==> config.mk <==
export PLATFORM = sky130hd
export DESIGN_NAME = control_unit
export DESIGN_NICKNAME = d
export VERILOG_FILES = /design/src/rtl/cu_pkg.sv /design/src/rtl/cu_decode.sv /design/src/rtl/control_unit.sv
export SDC_FILE = /design/constraint.sdc
export NUM_CORES = 1
export LEC_CHECK = 0
export ABC_CLOCK_PERIOD_IN_PS = 4700
export BUFFER_PORTS_ARGS = -buffer_cell sky130_fd_sc_hd__buf_4
export CORE_MARGIN = 10
export CORE_UTILIZATION = 48
export CTS_BUF_LIST = sky130_fd_sc_hd__clkbuf_16
export CTS_CLUSTER_DIAMETER = 80
export DETAILED_ROUTE_END_ITERATION = 6
export PLACE_DENSITY = 0.87
export SLEW_MARGIN = 10
export SYNTH_ARGS = -nofsm -noshare
export SYNTH_HDL_FRONTEND = slang
export SYNTH_HIERARCHICAL = 1
export SYNTH_SLANG_ARGS = --single-unit
==> constraint.sdc <==
create_clock -name clk -period 4.7 [get_ports clk]
set_clock_uncertainty 0.1 [all_clocks]
set_input_delay 0.705 -clock clk [delete_from_list [all_inputs] [get_ports clk]]
set_output_delay 0.705 -clock clk [all_outputs]
set_load 0.01 [all_outputs]
==> src/rtl/cu_pkg.sv <==
// rtl/cu_pkg.sv - state codes, opcodes, strobe bundle and opcode classes for control_unit
package cu_pkg;

   localparam int CU_OPC_W = 5;

   typedef enum logic [3:0] {
      S_RST  = 4'd0,
      T0     = 4'd1,
      T1     = 4'd2,
      T2     = 4'd3,
      T3     = 4'd4,
      T4     = 4'd5,
      T5     = 4'd6,
      T6     = 4'd7,
      T7     = 4'd8,
      S_HALT = 4'd9
   } state_t;

   localparam logic [4:0] OP_LD   = 5'd0;
   localparam logic [4:0] OP_LDI  = 5'd1;
   localparam logic [4:0] OP_ST   = 5'd2;
   localparam logic [4:0] OP_ADD  = 5'd3;
   localparam logic [4:0] OP_SUB  = 5'd4;
   localparam logic [4:0] OP_AND  = 5'd5;
   localparam logic [4:0] OP_OR   = 5'd6;
   localparam logic [4:0] OP_SHR  = 5'd7;
   localparam logic [4:0] OP_SHRA = 5'd8;
   localparam logic [4:0] OP_SHL  = 5'd9;
   localparam logic [4:0] OP_ROR  = 5'd10;
   localparam logic [4:0] OP_ROL  = 5'd11;
   localparam logic [4:0] OP_ADDI = 5'd12;
   localparam logic [4:0] OP_ANDI = 5'd13;
   localparam logic [4:0] OP_ORI  = 5'd14;
   localparam logic [4:0] OP_MUL  = 5'd15;
   localparam logic [4:0] OP_DIV  = 5'd16;
   localparam logic [4:0] OP_NEG  = 5'd17;
   localparam logic [4:0] OP_NOT  = 5'd18;
   localparam logic [4:0] OP_BR   = 5'd19;
   localparam logic [4:0] OP_JR   = 5'd20;
   localparam logic [4:0] OP_IN   = 5'd21;
   localparam logic [4:0] OP_MFHI = 5'd23;
   localparam logic [4:0] OP_MFLO = 5'd24;
   localparam logic [4:0] OP_NOP  = 5'd25;
   localparam logic [4:0] OP_HALT = 5'd26;

   // Address arithmetic for ld/ldi/st/br reuses the ALU adder.
   localparam logic [4:0] ALU_ADD = OP_ADD;

   typedef struct packed {
      logic       pc_enable;
      logic       pc_increment_enable;
      logic       ir_enable;
      logic       con_enable;
      logic       y_enable;
      logic       z_enable;
      logic       mar_enable;
      logic       mdr_enable;
      logic       hi_enable;
      logic       lo_enable;
      logic       read;
      logic       write;
      logic       gra;
      logic       grb;
      logic       grc;
      logic       r_enable;
      logic       r_select;
      logic       ba_out;
      logic       pc_select;
      logic       hi_select;
      logic       lo_select;
      logic       z_hi_select;
      logic       z_lo_select;
      logic       mdr_select;
      logic       inport_select;
      logic       c_select;
      logic [4:0] alu_instruction;
   } strobes_t;

   // Two-register ALU ops: add..rol plus neg/not.
   function automatic logic is_alu_r(input logic [4:0] opc);
      return ((opc >= OP_ADD) && (opc <= OP_ROL)) || (opc == OP_NEG) || (opc == OP_NOT);
   endfunction

   // Register/immediate ALU ops.
   function automatic logic is_alu_i(input logic [4:0] opc);
      return (opc == OP_ADDI) || (opc == OP_ANDI) || (opc == OP_ORI);
   endfunction

   // Ops that form an effective address in T3-T4.
   function automatic logic is_mem(input logic [4:0] opc);
      return (opc == OP_LD) || (opc == OP_LDI) || (opc == OP_ST);
   endfunction

   function automatic logic is_muldiv(input logic [4:0] opc);
      return (opc == OP_MUL) || (opc == OP_DIV);
   endfunction

   // Ops that finish in T3.
   function automatic logic is_short(input logic [4:0] opc);
      return (opc == OP_JR) || (opc == OP_IN) || (opc == OP_MFHI) || (opc == OP_MFLO);
   endfunction

   // Ops that have any execute phase at all.
   function automatic logic is_exec(input logic [4:0] opc);
      return is_alu_r(opc) || is_alu_i(opc) || is_mem(opc) || is_muldiv(opc) ||
             is_short(opc) || (opc == OP_BR);
   endfunction

endpackage

==> src/rtl/cu_decode.sv <==
// rtl/cu_decode.sv - combinational strobe decode from state, opcode and branch condition
module cu_decode
   import cu_pkg::*;
(
   input  state_t     i_state,
   input  logic [4:0] i_opc,
   input  logic       i_con,
   output strobes_t   o_strb
);

   // Moore decode: everything defaults off, each state turns on only its own strobes.
   always_comb begin
      o_strb = '0;
      case (i_state)
         T0: begin
            o_strb.pc_select           = 1'b1;
            o_strb.mar_enable          = 1'b1;
            o_strb.pc_increment_enable = 1'b1;
         end
         T1: begin
            o_strb.read       = 1'b1;
            o_strb.mdr_enable = 1'b1;
         end
         T2: begin
            o_strb.mdr_select = 1'b1;
            o_strb.ir_enable  = 1'b1;
         end
         T3: begin
            if (is_alu_r(i_opc) || is_alu_i(i_opc)) begin
               o_strb.grb      = 1'b1;
               o_strb.r_select = 1'b1;
               o_strb.y_enable = 1'b1;
            end else if (is_mem(i_opc)) begin
               o_strb.grb      = 1'b1;
               o_strb.ba_out   = 1'b1;
               o_strb.y_enable = 1'b1;
            end else if (is_muldiv(i_opc)) begin
               o_strb.gra      = 1'b1;
               o_strb.r_select = 1'b1;
               o_strb.y_enable = 1'b1;
            end else if (i_opc == OP_BR) begin
               o_strb.gra        = 1'b1;
               o_strb.r_select   = 1'b1;
               o_strb.con_enable = 1'b1;
            end else if (i_opc == OP_JR) begin
               o_strb.gra       = 1'b1;
               o_strb.r_select  = 1'b1;
               o_strb.pc_enable = 1'b1;
            end else if (i_opc == OP_MFHI) begin
               o_strb.hi_select = 1'b1;
               o_strb.gra       = 1'b1;
               o_strb.r_enable  = 1'b1;
            end else if (i_opc == OP_MFLO) begin
               o_strb.lo_select = 1'b1;
               o_strb.gra       = 1'b1;
               o_strb.r_enable  = 1'b1;
            end else if (i_opc == OP_IN) begin
               o_strb.inport_select = 1'b1;
               o_strb.gra           = 1'b1;
               o_strb.r_enable      = 1'b1;
            end
         end
         T4: begin
            if (is_alu_r(i_opc) || is_muldiv(i_opc)) begin
               // mul/div take the second operand from Rb, ALU R ops from Rc.
               o_strb.grc             = is_alu_r(i_opc);
               o_strb.grb             = is_muldiv(i_opc);
               o_strb.r_select        = 1'b1;
               o_strb.alu_instruction = i_opc;
               o_strb.z_enable        = 1'b1;
            end else if (is_alu_i(i_opc)) begin
               o_strb.c_select        = 1'b1;
               o_strb.alu_instruction = i_opc;
               o_strb.z_enable        = 1'b1;
            end else if (is_mem(i_opc)) begin
               o_strb.c_select        = 1'b1;
               o_strb.alu_instruction = ALU_ADD;
               o_strb.z_enable        = 1'b1;
            end else if (i_opc == OP_BR) begin
               o_strb.pc_select = 1'b1;
               o_strb.y_enable  = 1'b1;
            end
         end
         T5: begin
            if (is_alu_r(i_opc) || is_alu_i(i_opc) || (i_opc == OP_LDI)) begin
               o_strb.z_lo_select = 1'b1;
               o_strb.gra         = 1'b1;
               o_strb.r_enable    = 1'b1;
            end else if ((i_opc == OP_LD) || (i_opc == OP_ST)) begin
               o_strb.z_lo_select = 1'b1;
               o_strb.mar_enable  = 1'b1;
            end else if (is_muldiv(i_opc)) begin
               o_strb.z_lo_select = 1'b1;
               o_strb.lo_enable   = 1'b1;
            end else if (i_opc == OP_BR) begin
               o_strb.c_select        = 1'b1;
               o_strb.alu_instruction = ALU_ADD;
               o_strb.z_enable        = 1'b1;
            end
         end
         T6: begin
            if (i_opc == OP_LD) begin
               o_strb.read       = 1'b1;
               o_strb.mdr_enable = 1'b1;
            end else if (i_opc == OP_ST) begin
               o_strb.gra        = 1'b1;
               o_strb.r_select   = 1'b1;
               o_strb.mdr_enable = 1'b1;
            end else if (is_muldiv(i_opc)) begin
               o_strb.z_hi_select = 1'b1;
               o_strb.hi_enable   = 1'b1;
            end else if (i_opc == OP_BR) begin
               o_strb.z_lo_select = 1'b1;
               o_strb.pc_enable   = i_con;
            end
         end
         T7: begin
            if (i_opc == OP_LD) begin
               o_strb.mdr_select = 1'b1;
               o_strb.gra        = 1'b1;
               o_strb.r_enable   = 1'b1;
            end else if (i_opc == OP_ST) begin
               o_strb.write = 1'b1;
            end
         end
         default: ;
      endcase
   end

endmodule

==> src/rtl/control_unit.sv <==
// rtl/control_unit.sv - hardwired Moore sequencer; optional halt state under CU_HALT_EN
module control_unit
   import cu_pkg::*;
#(
   parameter int MEM_WAIT = 1,
   parameter int OPC_W    = CU_OPC_W
)(
   input  logic             clk,
   input  logic             clr,
   input  logic [31:0]      IR_Data,
   input  logic             con_output,
   output logic             PC_enable,
   output logic             PC_increment_enable,
   output logic             IR_enable,
   output logic             con_enable,
   output logic             Y_enable,
   output logic             Z_enable,
   output logic             MAR_enable,
   output logic             MDR_enable,
   output logic             HI_enable,
   output logic             LO_enable,
   output logic             read,
   output logic             write,
   output logic             Gra,
   output logic             Grb,
   output logic             Grc,
   output logic             r_enable,
   output logic             r_select,
   output logic             BAout,
   output logic             PC_select,
   output logic             HI_select,
   output logic             LO_select,
   output logic             Z_HI_select,
   output logic             Z_LO_select,
   output logic             MDR_select,
   output logic             InPort_select,
   output logic             c_select,
   output logic [OPC_W-1:0] alu_instruction,
   output logic [3:0]       state_dbg,
   output logic             run
);

   localparam logic [2:0] WAIT_LAST = 3'(MEM_WAIT - 1);

   state_t     r_state;
   logic [2:0] r_wait;
   logic [4:0] w_opc;
   logic       w_wait_done;
   logic       w_unused;
   strobes_t   w_strb;

   assign w_opc       = IR_Data[31:27];
   assign w_wait_done = (r_wait == WAIT_LAST);
   assign w_unused    = ^IR_Data[26:0];

   // State register and RAM wait counter; the counter is zero on entry to every wait state.
   always_ff @(posedge clk or negedge clr) begin
      if (!clr) begin
         r_state <= S_RST;
         r_wait  <= 3'd0;
      end else begin
         r_wait <= 3'd0;
         case (r_state)
            S_RST: r_state <= T0;
            T0:    r_state <= T1;
            T1: begin
               if (w_wait_done) r_state <= T2;
               else             r_wait  <= r_wait + 3'd1;
            end
            T2: begin
               if (is_exec(w_opc)) r_state <= T3;
`ifdef CU_HALT_EN
               else if (w_opc == OP_HALT) r_state <= S_HALT;
`else
               else if (w_opc == OP_HALT) r_state <= T0;
`endif
               else r_state <= T0;
            end
            T3: r_state <= is_short(w_opc) ? T0 : T4;
            T4: r_state <= T5;
            T5: begin
               if (is_alu_r(w_opc) || is_alu_i(w_opc) || (w_opc == OP_LDI)) r_state <= T0;
               else                                                         r_state <= T6;
            end
            T6: begin
               if (w_opc == OP_LD) begin
                  if (w_wait_done) r_state <= T7;
                  else             r_wait  <= r_wait + 3'd1;
               end else if (w_opc == OP_ST) begin
                  r_state <= T7;
               end else begin
                  r_state <= T0;
               end
            end
            T7: begin
               if ((w_opc == OP_ST) && !w_wait_done) r_wait  <= r_wait + 3'd1;
               else                                   r_state <= T0;
            end
            S_HALT: r_state <= S_HALT;
            default: r_state <= S_RST;
         endcase
      end
   end

   cu_decode u_decode (
      .i_state (r_state),
      .i_opc   (w_opc),
      .i_con   (con_output),
      .o_strb  (w_strb)
   );

   assign PC_enable           = w_strb.pc_enable;
   assign PC_increment_enable = w_strb.pc_increment_enable;
   assign IR_enable           = w_strb.ir_enable;
   assign con_enable          = w_strb.con_enable;
   assign Y_enable            = w_strb.y_enable;
   assign Z_enable            = w_strb.z_enable;
   assign MAR_enable          = w_strb.mar_enable;
   assign MDR_enable          = w_strb.mdr_enable;
   assign HI_enable           = w_strb.hi_enable;
   assign LO_enable           = w_strb.lo_enable;
   assign read                = w_strb.read;
   assign write               = w_strb.write;
   assign Gra                 = w_strb.gra;
   assign Grb                 = w_strb.grb;
   assign Grc                 = w_strb.grc;
   assign r_enable            = w_strb.r_enable;
   assign r_select            = w_strb.r_select;
   assign BAout               = w_strb.ba_out;
   assign PC_select           = w_strb.pc_select;
   assign HI_select           = w_strb.hi_select;
   assign LO_select           = w_strb.lo_select;
   assign Z_HI_select         = w_strb.z_hi_select;
   assign Z_LO_select         = w_strb.z_lo_select;
   assign MDR_select          = w_strb.mdr_select;
   assign InPort_select       = w_strb.inport_select;
   assign c_select            = w_strb.c_select;
   assign alu_instruction     = OPC_W'(w_strb.alu_instruction);
   assign state_dbg           = r_state;
   assign run                 = (r_state != S_RST) && (r_state != S_HALT);

endmodule

; ---- After elaboration in Yosys (flattened, before gate mapping)
; Cells that the tools add are included.
[classes]
addsub = 1
mul = 0
div = 0
order_cmp = 2
eq_ne = 27
n_shift = 0
muxes = 119
n_bitwise = 0
n_reduce_logical = 27
[ops]
columns = op, count
row1 = $mux 1, 74
row2 = $eq 5x5->1 const B, 8
row3 = $pmux 4 s10, 1
row4 = $mux 6, 6
row5 = $mux 2, 11
row6 = $eq 5x4->1 const B, 4
row7 = $mux 4, 5
row8 = $pmux 1 s2, 10
row9 = $logic_or 1x1->1, 18
row10 = $mux 3, 6
row11 = $eq 4x3->1 const B, 4
row12 = $pmux 6 s2, 1
row13 = $pmux 3 s3, 1
row14 = $eq 4x2->1 const B, 2
row15 = $eq 4x4->1 const B, 2
row16 = $pmux 1 s3, 2
row17 = $eq 5x1->1 const B, 1
row18 = $eq 5x2->1 const B, 1
row19 = $ge 5x2->1 const B, 1
row20 = $le 5x4->1 const B, 1
row21 = $logic_not 5->1, 1
row22 = $mux 5, 1
row23 = $eq 4x1->1 const B, 1
row24 = $logic_not 4->1, 1
row25 = 10 further kinds, 13
[totals]
reg_bits = 7
latch_bits = 0
mem_bits_rw = 0
rom_bits = 0
word_cells = 178
memories = 0

; ---- Logic depth before layout (Yosys ltp)
; Gate-level depths: netlist (run 1).
[depth]
word_depth = 11
mapped_depth = 7
depth_no_buf = 7

; ---- By module
; Netlist (run 1), hierarchy kept.
[by_module_without_submodules]
columns = module, instances, cells_per_inst, area_each_um2, seq_area_each_um2
row1 = cu_decode, 1, 113, 676.9, 0.0
row2 = control_unit, 1, 70, 553.0, 175.2

; ---- Worst setup path before layout (run 1)
; Ideal clock, no wire load.
[synth_timing]
path_type = in2out
start = input IR_Data[30]
end = output MDR_enable
arrival_time_ns = 1.665
required_ns = 3.895
path_slack_ns = 2.230
path_stages = 4
path_cell_list = or4_4 -> nor3_2 -> nor2_1 -> o21ai_1
[synth_via]
elab_chain_len = 4
[synth_lines]
columns = item, line
row1 = start: declaration, control_unit.sv:10  ; input logic [31:0] IR_Data,
row2 = $eq 5x2->1, cu_decode.sv:105  ; end else if (i_opc == OP_ST) begin
row3 = $mux 1, cu_decode.sv:105
row4 = $mux 1 (*), cu_decode.sv:102  ; if (i_opc == OP_LD) begin
row5 = $pmux 1 s2 (*), cu_decode.sv:14  ; case (i_state)
row6 = end: declaration, control_unit.sv:19  ; output logic MDR_enable,
; Every way passes the cells marked *; elsewhere a longest branch is shown, timed or not.

; ---- Final worst setup path (run 1)
[layout_timing]
start = register r_state[0] (netlist: state_dbg[0])
end = output Z_enable
[layout_via]
elab_chain_len = 2
[layout_lines]
columns = item, line
row1 = start: declaration, control_unit.sv:45  ; state_t r_state;
row2 = start signal: assignment, control_unit.sv:79  ; T3: r_state <= is_short(w_opc) ? T0 : T4;
row3 = $eq 4x3->1, cu_decode.sv:14
row4 = $pmux 1 s2 (*), cu_decode.sv:14
row5 = end: declaration, control_unit.sv:17  ; output logic Z_enable,
; Marks and branches as above.

==> flow_metrics.env, run 1 <==
export IMPL_async_flop_share=1.00
export IMPL_antenna_found_initial=0
export IMPL_holdBufCountCts=0
export IMPL_syn_area_per_cell_sq_um=6.72
export IMPL_clk_pin_slew_ns=0.04
export IMPL_setup_tns_ns=0
export IMPL_worstMarginPinSlew_ns=0.644
export IMPL_fp_dieW_um=70.6
export IMPL_instances_no_fill=247
export IMPL_synth_cells=183
export IMPL_run_status="complete, no violations"
export IMPL_synth_seq_area_share=0.142
export IMPL_drtIter0Drc=145
export IMPL_n_fill_cell=227
export IMPL_worstPathCellList="nand4bb_1 > or3_1 > o31a_1 > o221ai_1 > buf_4"
export IMPL_ys_types=55
export IMPL_coreArea_sq_um=2450
export IMPL_finalHoldViolCount=0
export IMPL_maxCapViolations=0
export IMPL_critPathRequiredTime_ns=3.89
export IMPL_path_delay_family="simple AND/OR/NAND/NOR gates"
export IMPL_detailed_place_hpwl_um=2740
export IMPL_max_freq_mhz=308
export IMPL_end_kind="output port"
export IMPL_hp_class="in -> async"
export IMPL_cp_start_kind="register"
export IMPL_syn_area_sq_um=1230
export IMPL_slew_viol_final=0
export IMPL_power_density_nw_per_um2=377
export IMPL_rows=18
export IMPL_vias=1525
export IMPL_grt_overflow=0
export IMPL_cts_sinks=7
export IMPL_numPortBuffers=43
export IMPL_grt_pass1_vias=1310
export IMPL_antenna_left=0
export IMPL_rsz0062_at_grt="no"
export IMPL_fp_dieH_um=70.6
export IMPL_p_leak_nw=0.675
export IMPL_crit_slowest_cell="dfrtp_1"
export IMPL_slew_headroom=0.571
export IMPL_insertion_delay_ns=0.23
export IMPL_grt_start_max_net_pins=29
export IMPL_synth_edf_count=0
export IMPL_cp_data_arrival_time_ns=2.44
export IMPL_gp_congestion=0.876
export IMPL_post_drt_wl_per_cell_um=15.2
export IMPL_finalCritPeriodShare=0.690
export IMPL_drc_errors=0
export IMPL_dp_cells=243
export IMPL_io_pins=71
export IMPL_yosys_register_bits=7
export IMPL_cts_tree="yes"
export IMPL_yosysWarnings=6
export IMPL_syn_num_nets=220
export IMPL_viasPerCell=6.17
export IMPL_cts_root_buf="clkbuf_16"
export IMPL_first_pass_iters=4
export IMPL_cts_resized=0
export IMPL_layout_nets=255
export IMPL_ir_drop_v=0.000466
export IMPL_antenna_cells=0
export IMPL_post_route_min_period_ns=3.24
export IMPL_critPathKind="reg -> out"
export IMPL_cp_max_fo=22
export IMPL_wl_um=3750
export IMPL_grtUsageTotal=0.141
export IMPL_cts_max_path_buffers=2
export IMPL_synth_ff_type="dfrtp_1"
export IMPL_htree_levels=1
export IMPL_yosysTopAreaCell="dfrtp_1"
export IMPL_max_stage_delay_ns=0.75
export IMPL_synth_top_cell_area_share=0.142
export IMPL_die_area_sq_um=4990
export IMPL_drive_gt1_frac=0.267
export IMPL_finalSetupViolations=0
export IMPL_ys_top_cells_by_area="dfrtp_1 14%, nor2_1 7.3%, nand2_1 5.2%"
export IMPL_worst_path_buf_inv=1
export IMPL_cts_buffers=3
export IMPL_grt_pass1_wl_um=6270
export IMPL_initial_utilization=0.501
export IMPL_cts_setup_buffers=0
export IMPL_syn_to_final_growth_pct=29.2
[path summary, 6_finish.rpt]
path                                 to  cells past startpoint  slack [ns]         start
min                        state_dbg[3]                      1        0.18           clr
min reg2reg                   r_wait[0]                      1        0.37     r_wait[0]
max in group asynchronous  state_dbg[0]                      1        4.20           clr
max                            Z_enable                      5        1.46  state_dbg[0]
min in group clk              r_wait[0]                      1        0.37     r_wait[0]
max reg2reg                state_dbg[0]                      5        2.69  state_dbg[0]
[cells by family (layout without fill, tap and decap cells)]
family / Yosys count / after routing / share of synthesized area
AO/OA/AOI/OAI: 53 / 53 / 0.281
XOR/XNOR: 3 / 3 / 0.0214
adder cells (fa/ha/maj): 2 / 2 / 0.0203
buffers and inverters: 22 / 56 / 0.0926
flip-flops: 7 / 7 / 0.142
multiplexers: 1 / 1 / 0.00814
AND/OR/NAND/NOR: 95 / 95 / 0.434
[stage by stage]
stage	instance area, sq um	worst slack [ns]	total power [W]	hold WS, ns	utilization
after floorplan	1230	2.23	0.000329	0.309	-
after global placement	1510	1.75	0.000446	0.343	0.615
after detailed placement	1510	1.73	0.000451	0.361	0.615
after CTS	1590	1.49	0.000600	0.182	0.647
after global routing	1590	1.26	0.000644	0.183	0.647
final	1590	1.46	0.000599	0.180	0.647
[sequential cells by signal (all words and copies together) (netlist names)]
name       flops
state_dbg      4
r_wait         3
[routing by layer]
| metal | global-route usage | share of wire |
|---|---|---|
| met1 | 0.165 | 0.41 |
| met4 | 0.0538 | 0.018 |
| met3 | 0.0516 | 0.097 |
| met2 | 0.231 | 0.47 |
| met5 | 0 | 0 |
[worst reg2reg max path, stage by stage (launching register included)]
cell	delay, ns
dfrtp_1	0.75
nand4b_1	0.22
nor3_1	0.24
a31oi_1	0.10
o21ai_0	0.30
o21ai_0	0.16
[synthesized netlist by cell type, types with 2 or more instances]
master    count
o21ai_1       5
nor3b_1       3
nand3_1       7
inv_1         9
or4_4         2
and2_1        3
nand2b_1      4
xnor2_1       3
a31oi_1       7
buf_2         9
o21ai_0       9
a21oi_1       8
nor4_1        2
ha_1          2
nor2b_1       5
nand3b_1      3
nor3_1        5
and3_2        2
or2_1         2
o22ai_1       8
o22a_1        2
nand2_1      17
nand4_1       3
nor2_1       24
dfrtp_1       7
buf_6         2
nor3_2        2
[report_power, final]
group / switching (W) / internal (W) / leakage [nW]
Combinational: 0.000165 / 0.000160 / 0.540
Clock: 0.0000327 / 0.000111 / 0.0423
Sequential: 0.0000582 / 0.0000726 / 0.0925
Total: 0.000256 / 0.000343 / 0.675
[layout make-up]
cell class | instances | area [sq um] | area share
Tap cell | 30 | 37.5 | 0.0236
Sequential cell | 7 | 175 | 0.110
Inverter | 9 | 33.8 | 0.0213
Clock inverter | 1 | 3.75 | 0.00236
Clock buffer | 3 | 75.1 | 0.0472
Multi-Input combinational cell | 154 | 941 | 0.592
Timing Repair Buffer | 43 | 323 | 0.203
[cells in the final DEF (no fill, tap or decap), types with 2 or more instances in the layout]
| cell | instances |
|---|---|
| or4_4 | 2 |
| o22ai_1 | 8 |
| nand4_1 | 3 |
| dfrtp_1 | 7 |
| o21ai_0 | 9 |
| a21oi_1 | 8 |
| nor2_1 | 24 |
| inv_1 | 10 |
| xnor2_1 | 3 |
| and3_2 | 2 |
| or2_1 | 2 |
| nand3_1 | 7 |
| buf_4 | 43 |
| o22a_1 | 2 |
| o21ai_1 | 5 |
| nor3_1 | 5 |
| nor3_2 | 2 |
| a31oi_1 | 7 |
| nor2b_1 | 5 |
| clkbuf_16 | 3 |
| nor3b_1 | 3 |
| nand3b_1 | 3 |
| ha_1 | 2 |
| nor4_1 | 2 |
| and2_1 | 3 |
| nand2_1 | 17 |
| nand2b_1 | 4 |
No activity file was read; power rests on OpenSTA's default activity.
==> inputs of run 2 (changes only) <==
--- a/config.mk
+++ b/config.mk
@@ -5,14 +5,15 @@
 export SDC_FILE = /design/constraint.sdc
 export NUM_CORES = 1
 export LEC_CHECK = 0
-export ABC_CLOCK_PERIOD_IN_PS = 4700
+export ABC_AREA = 1
+export ABC_CLOCK_PERIOD_IN_PS = 2900
 export BUFFER_PORTS_ARGS = -buffer_cell sky130_fd_sc_hd__buf_4
 export CORE_MARGIN = 10
-export CORE_UTILIZATION = 48
+export CORE_UTILIZATION = 42
 export CTS_BUF_LIST = sky130_fd_sc_hd__clkbuf_16
 export CTS_CLUSTER_DIAMETER = 80
 export DETAILED_ROUTE_END_ITERATION = 6
-export PLACE_DENSITY = 0.87
+export PLACE_DENSITY = 0.78
 export SLEW_MARGIN = 10
 export SYNTH_ARGS = -nofsm -noshare
 export SYNTH_HDL_FRONTEND = slang
==> constraint.sdc (replaced) <==
create_clock -name clk -period 2.9 [get_ports clk]
set_clock_uncertainty 0.1 [all_clocks]
set_input_delay 0.435 -clock clk [delete_from_list [all_inputs] [get_ports clk]]
set_output_delay 0.435 -clock clk [all_outputs]
set_load 0.01 [all_outputs]
==> run 2 against run 1 <==
Net effect: flip-flop and latch count did not move; total power up 67%; area after synthesis rose by 14%; register-to-register slack worse by 1.4 ns; critical path type unchanged; critical endpoint unchanged; largest cell class unchanged; largest power group unchanged; highest routed layer unchanged.
==> flow_metrics.env, run 2 <==
export IMPL_grt_overflow=0
export IMPL_final_cell_mix="57 x nand2_1, 43 x buf_4, 29 x nor2_1"
export IMPL_die_area_sq_um=6030
export IMPL_post_route_min_period_ns=2.29
export IMPL_grt_use_met2=0.243
export IMPL_final_common_cell="nand2_1"
export IMPL_gp_congestion=0.869
export IMPL_hold_depth=1
export IMPL_gr_usage_met1=0.149
export IMPL_finalHoldViolCount=0
export IMPL_finalPower_w=0.00100
export IMPL_cts_tree="yes"
export IMPL_max_stage_delay_ns=0.56
export IMPL_io_pins=71
export IMPL_layout_nets=320
export IMPL_first_pass_iters=4
export IMPL_max_freq_mhz=436
export IMPL_post_drt_wl_per_cell_um=12.0
export IMPL_drc_errors=0
export IMPL_syn_num_nets=273
export IMPL_async_flop_share=1.00
export IMPL_antenna_left=0
export IMPL_r2r_start="state_dbg[1]"
export IMPL_crit_top_cell="inv_2"
export IMPL_fp_dieW_um=77.7
export IMPL_critPathRequiredTime_ns=2.37
export IMPL_cp_start_kind="register"
export IMPL_yosysWarnings=6
export IMPL_synth_most_common_cell="nand2_1"
export IMPL_antenna_cells=0
export IMPL_hold_start="r_wait[0]"
export IMPL_power_density_nw_per_um2=543
export IMPL_critPathKind="reg -> out"
export IMPL_synth_cells=236
export IMPL_busiest_layer="met2"
export IMPL_drive_gt1_frac=0.376
export IMPL_cts_root_buf="clkbuf_16"
export IMPL_finalCritPeriodShare=0.790
export IMPL_largest_reg_flops=4
export IMPL_run_status="complete, no violations"
export IMPL_ys_types=32
export IMPL_cp_data_arrival_time_ns=1.76
export IMPL_coreArea_sq_um=3130
export IMPL_holdBufCountCts=1
export IMPL_yosys_register_bits=7
export IMPL_insertion_delay_ns=0.23
export IMPL_grt_pass1_wl_um=6980
export IMPL_initial_utilization=0.447
export IMPL_cts_max_path_buffers=2
export IMPL_syn_area_per_cell_sq_um=5.92
export IMPL_cp_max_fo=10
export IMPL_setup_tns_ns=0
export IMPL_viasPerCell=4.88
export IMPL_synth_seq_area_share=0.125
export IMPL_yosysTopAreaCell="nand2_1"
export IMPL_slew_headroom=0.741
export IMPL_cts_resized=0
export IMPL_synth_top_cell_area_share=0.153
export IMPL_p_leak_nw=0.974
export IMPL_r2r_end="state_dbg[3]"
export IMPL_ys_top_cells_by_area="nand2_1 15%, dfrtp_1 13%, nor2_1 7.8%"
export IMPL_rows=20
export IMPL_slew_viol_final=0
export IMPL_maxCapViolations=0
export IMPL_wl_um=3920
export IMPL_worstMarginPinSlew_ns=0.388
export IMPL_end_kind="output port"
export IMPL_yosys_top_cells_count="57 x nand2_1, 29 x nor2_1, 25 x inv_1"
export IMPL_syn_to_final_growth_pct=32.3
export IMPL_drtIter0Drc=107
export IMPL_rsz0062_at_grt="no"
export IMPL_clk_pin_slew_ns=0.04
export IMPL_grt_start_max_net_pins=13
export IMPL_hp_class="reg -> reg"
export IMPL_syn_area_sq_um=1400
export IMPL_grt_pass1_vias=1608
export IMPL_synth_edf_count=0
export IMPL_synth_ff_type="dfrtp_1"
export IMPL_vias=1591
export IMPL_cts_buffers=3
export IMPL_ir_drop_v=0.000489
export IMPL_fp_dieH_um=77.7
export IMPL_cts_sinks=7
export IMPL_cts_setup_buffers=0
export IMPL_r2r_cells=7
export IMPL_grtUsageTotal=0.130
export IMPL_numPortBuffers=43
export IMPL_finalSetupViolations=0
export IMPL_htree_levels=1
export IMPL_worstPathCellList="inv_2 > nor3_2 > inv_2 > o21ai_2 > or2_1 > buf_4"
export IMPL_crit_slowest_cell="dfrtp_1"
export IMPL_detailed_place_hpwl_um=3140
export IMPL_grtUsageMet3=0.0300
export IMPL_min_to="r_wait[0]"
export IMPL_r2r_slack_ns=1.31
export IMPL_antenna_found_initial=0
[run 2: changes by cell type after synthesis, sizes merged, moves of 4 or more]
cell	before	now
nand2b	4	0
nor2	24	45
inv	9	41
nor3	7	13
nand2	18	70
nor3b	4	0
o22ai	8	1
buf	12	2
a31oi	7	0
nor2b	5	0
nand3	7	24
[run 2: routing by layer]
metal / part of all wire / vias up
li1: - / 833
met1: 0.42 / 706
met2: 0.50 / 48
met3: 0.071 / 4
met4: 0.0097 / 0
met5: 0 / -
[run 2: final cells by class]
type | count | area, sq um
timing repair buffer | 44 | 333
inverter | 43 | 176
clock buffer | 3 | 75.1
sequential | 7 | 175
multi-input combinational | 184 | 1030
fill | 311 | 1280
clock inverter | 1 | 3.75
tap | 44 | 55.1
[run 2: worst max path at each step]
stage | start | endpoint | slack, ns | cells past startpoint
2_1_floorplan | IR_Data[28] | HI_enable | 1.00 | 6
3_3_place_gp | IR_Data[28] | Gra | 0.75 | 10
3_5_place_dp | IR_Data[28] | Z_enable | 0.75 | 9
4_1_cts | state_dbg[0] | Z_enable | 0.61 | 6
5_1_grt | state_dbg[0] | Z_enable | 0.44 | 6
6_report | state_dbg[0] | Z_enable | 0.61 | 6
[run 2: cell families after synthesis]
logic type      after synthesis  synth area share
compound gates               23             0.101
flops                         7             0.125
simple gates                158             0.612
fa+ha+maj                     2            0.0179
xor+xnor                      1           0.00627
buf+inv                      45             0.137
[run 2: per-stage QoR]
stage | cell area (sq um) | util | worst slack, ns | hold WS (ns) | cells
final | 1850 | 0.591 | 0.608 | 0.383 | 326
after global routing | 1850 | 0.591 | 0.442 | 0.405 | 326
after CTS | 1850 | 0.591 | 0.610 | 0.388 | 326
after detailed placement | 1760 | 0.563 | 0.752 | 0.150 | 321
after global placement | 1760 | 0.563 | 0.748 | 0.149 | 321
after floorplan | 1400 | - | 1.00 | 0.0394 | 236
[run 2: critical path: cells and delay by family (launching register included)]
family / cells / cell delay, ns
simple gates: 2 / 0.44
compound gates: 1 / 0.17
flops: 1 / 0.56
buf+inv: 3 / 0.36
[run 2: where the power goes]
| part | switching, W | leakage (nW) | internal [W] |
|---|---|---|---|
| clock | 0.0000484 | 0.0423 | 0.000179 |
| combinational | 0.000356 | 0.839 | 0.000243 |
| sequential | 0.0000591 | 0.0924 | 0.000118 |
==> inputs of run 3 (changes only) <==
--- a/config.mk
+++ b/config.mk
@@ -5,15 +5,15 @@
 export SDC_FILE = /design/constraint.sdc
 export NUM_CORES = 1
 export LEC_CHECK = 0
-export ABC_AREA = 1
-export ABC_CLOCK_PERIOD_IN_PS = 2900
+export ABC_AREA = 0
+export ABC_CLOCK_PERIOD_IN_PS = 2400
 export BUFFER_PORTS_ARGS = -buffer_cell sky130_fd_sc_hd__buf_4
 export CORE_MARGIN = 10
-export CORE_UTILIZATION = 42
+export CORE_UTILIZATION = 44
 export CTS_BUF_LIST = sky130_fd_sc_hd__clkbuf_16
 export CTS_CLUSTER_DIAMETER = 80
 export DETAILED_ROUTE_END_ITERATION = 6
-export PLACE_DENSITY = 0.78
+export PLACE_DENSITY = 0.8
 export SLEW_MARGIN = 10
 export SYNTH_ARGS = -nofsm -noshare
 export SYNTH_HDL_FRONTEND = slang
==> constraint.sdc (replaced) <==
create_clock -name clk -period 2.4 [get_ports clk]
set_clock_uncertainty 0.1 [all_clocks]
set_input_delay 0.36 -clock clk [delete_from_list [all_inputs] [get_ports clk]]
set_output_delay 0.36 -clock clk [all_outputs]
set_load 0.01 [all_outputs]
==> run 3 against run 2 <==
Net effect: die area down 12%; critical path depth did not move; routed wire length decreased by 2.9%; flip-flop and latch count did not move; non-clock buffer count up 8; critical path type unchanged; largest power group unchanged.
==> flow_metrics.env, run 3 (synthesized netlist as in run 1, its figures left out) <==
export IMPL_run_status="complete, no violations"
export IMPL_insertion_delay_ns=0.24
export IMPL_io_pins=71
export IMPL_placed_area_sq_um=1570
export IMPL_antenna_found_initial=0
export IMPL_fin_area_sq_um=1660
export IMPL_r2r_slack_ns=0.52
export IMPL_hp_class="reg -> reg"
export IMPL_numPortBuffers=43
export IMPL_drtIter0Drc=143
export IMPL_rsz0062_at_grt="yes"
export IMPL_finalHoldViolCount=0
export IMPL_finalCritPeriodShare=0.946
export IMPL_slew_viol_final=0
export IMPL_drc_errors=0
export IMPL_layout_nets=264
export IMPL_cts_max_path_buffers=2
export IMPL_drive_gt1_frac=0.296
export IMPL_end_kind="output port"
export IMPL_n_fill_cell=287
export IMPL_cp_start_kind="register"
export IMPL_r2r_cells=6
export IMPL_cp_endpoint="Z_enable"
export IMPL_grt_pass1_vias=1387
export IMPL_grt_start_max_net_pins=29
export IMPL_seq_area_sq_um=176
export IMPL_critPathKind="reg -> out"
export IMPL_post_route_min_period_ns=2.27
export IMPL_final_cell_mix="51 x buf_4, 24 x nor2_1, 17 x nand2_1"
export IMPL_dp_cells=252
export IMPL_p_leak_nw=0.716
export IMPL_htree_levels=1
export IMPL_cp_data_arrival_time_ns=1.81
export IMPL_ir_drop_v=0.000784
export IMPL_cts_sinks=7
export IMPL_multi_input_area_sq_um=941
export IMPL_maxCapViolations=0
export IMPL_post_drt_wl_per_cell_um=14.8
export IMPL_finalSetupViolations=0
export IMPL_fp_dieW_um=72.9
export IMPL_r2r_end="state_dbg[0]"
export IMPL_antenna_cells=0
export IMPL_detailed_place_hpwl_um=2920
export IMPL_vias=1498
export IMPL_rows=19
export IMPL_largest_reg_flops=4
export IMPL_cts_buffers=3
export IMPL_antenna_left=0
export IMPL_final_common_cell="buf_4"
export IMPL_grt_pass1_wl_um=6440
export IMPL_max_freq_mhz=441
export IMPL_cts_tree="yes"
export IMPL_syn_to_final_growth_pct=35.1
export IMPL_coreArea_sq_um=2710
export IMPL_clk_pin_slew_ns=0.04
export IMPL_worstMarginPinSlew_ns=0.386
export IMPL_cts_root_buf="clkbuf_16"
export IMPL_final_core_util=0.613
export IMPL_instances_no_fill=257
export IMPL_crit_start="state_dbg[3]"
export IMPL_viasPerCell=5.83
export IMPL_power_density_nw_per_um2=749
export IMPL_critPathRequiredTime_ns=1.94
export IMPL_first_pass_iters=4
export IMPL_gp_congestion=0.911
export IMPL_slew_headroom=0.741
export IMPL_r2r_start="state_dbg[3]"
export IMPL_cp_max_fo=10
export IMPL_initial_utilization=0.454
export IMPL_grtUsageTotal=0.145
export IMPL_grt_overflow=0
export IMPL_die_area_sq_um=5310
export IMPL_fp_dieH_um=72.9
export IMPL_wl_um=3810
run 3: report_power, final:
| part | switching, W | internal, W | leakage (nW) |
|---|---|---|---|
| sequential | 0.0000497 | 0.000146 | 0.0914 |
| combinational | 0.000399 | 0.000364 | 0.583 |
| clock | 0.0000689 | 0.000217 | 0.0423 |
run 3: final cells by class:
type / count / share of cell area
clock buffers: 3 / 0.0452
clock inverters: 1 / 0.00226
inverters: 9 / 0.0203
multi-input cells: 154 / 0.566
flip-flops and latches: 7 / 0.106
well taps: 31 / 0.0233
repair buffers: 52 / 0.236
run 3: worst min path at each step:
stage	startpoint	end	slack, ns	depth (start not counted)
finish	r_wait[0]	r_wait[0]	0.35	1
global route	r_wait[0]	r_wait[0]	0.37	1
CTS	r_wait[0]	r_wait[0]	0.36	1
detailed placement	clr	state_dbg[3]	0.08	1
global placement	clr	state_dbg[3]	0.08	1
floorplan	clr	r_wait[0]	-0.04	0
run 3: layer usage:
layer	track usage	up-vias	wire length (um)
met5	0	-	0
met4	0.0359	0	14
met3	0.0599	2	399
met2	0.228	59	1750
met1	0.176	672	1640
li1	-	765	-
run 3: critical path, cell delays in order (launching register included):
cell and delay [ns]:
dfrtp_1 0.48, nand4bb_1 0.21, buf_4 0.20, a211oi_1 0.07, a21oi_1 0.27, o221ai_1 0.18, buf_4 0.17
run 3: repair_timing:
item / in CTS / in global routing
setup endpoints to repair: 0 / 3
resized for setup: 0 / 1
buffers inserted: 0 / 0
endpoints found under the hold margin: 7 / 0
hold buffers: 1 / 0
run 3: metrics by stage:
step / worst slack, ns / total power [W] / hold slack (ns) / setup TNS (ns)
5_1_grt: -0.0190 / 0.00135 / 0.375 / -0.0341
2_1_floorplan: 0.485 / 0.000644 / -0.0356 / 0
3_3_place_gp: 0.268 / 0.000947 / 0.0756 / 0
4_1_cts: 0.0848 / 0.00126 / 0.356 / 0
3_5_place_dp: 0.256 / 0.000964 / 0.0773 / 0
6_report: 0.130 / 0.00124 / 0.353 / 0
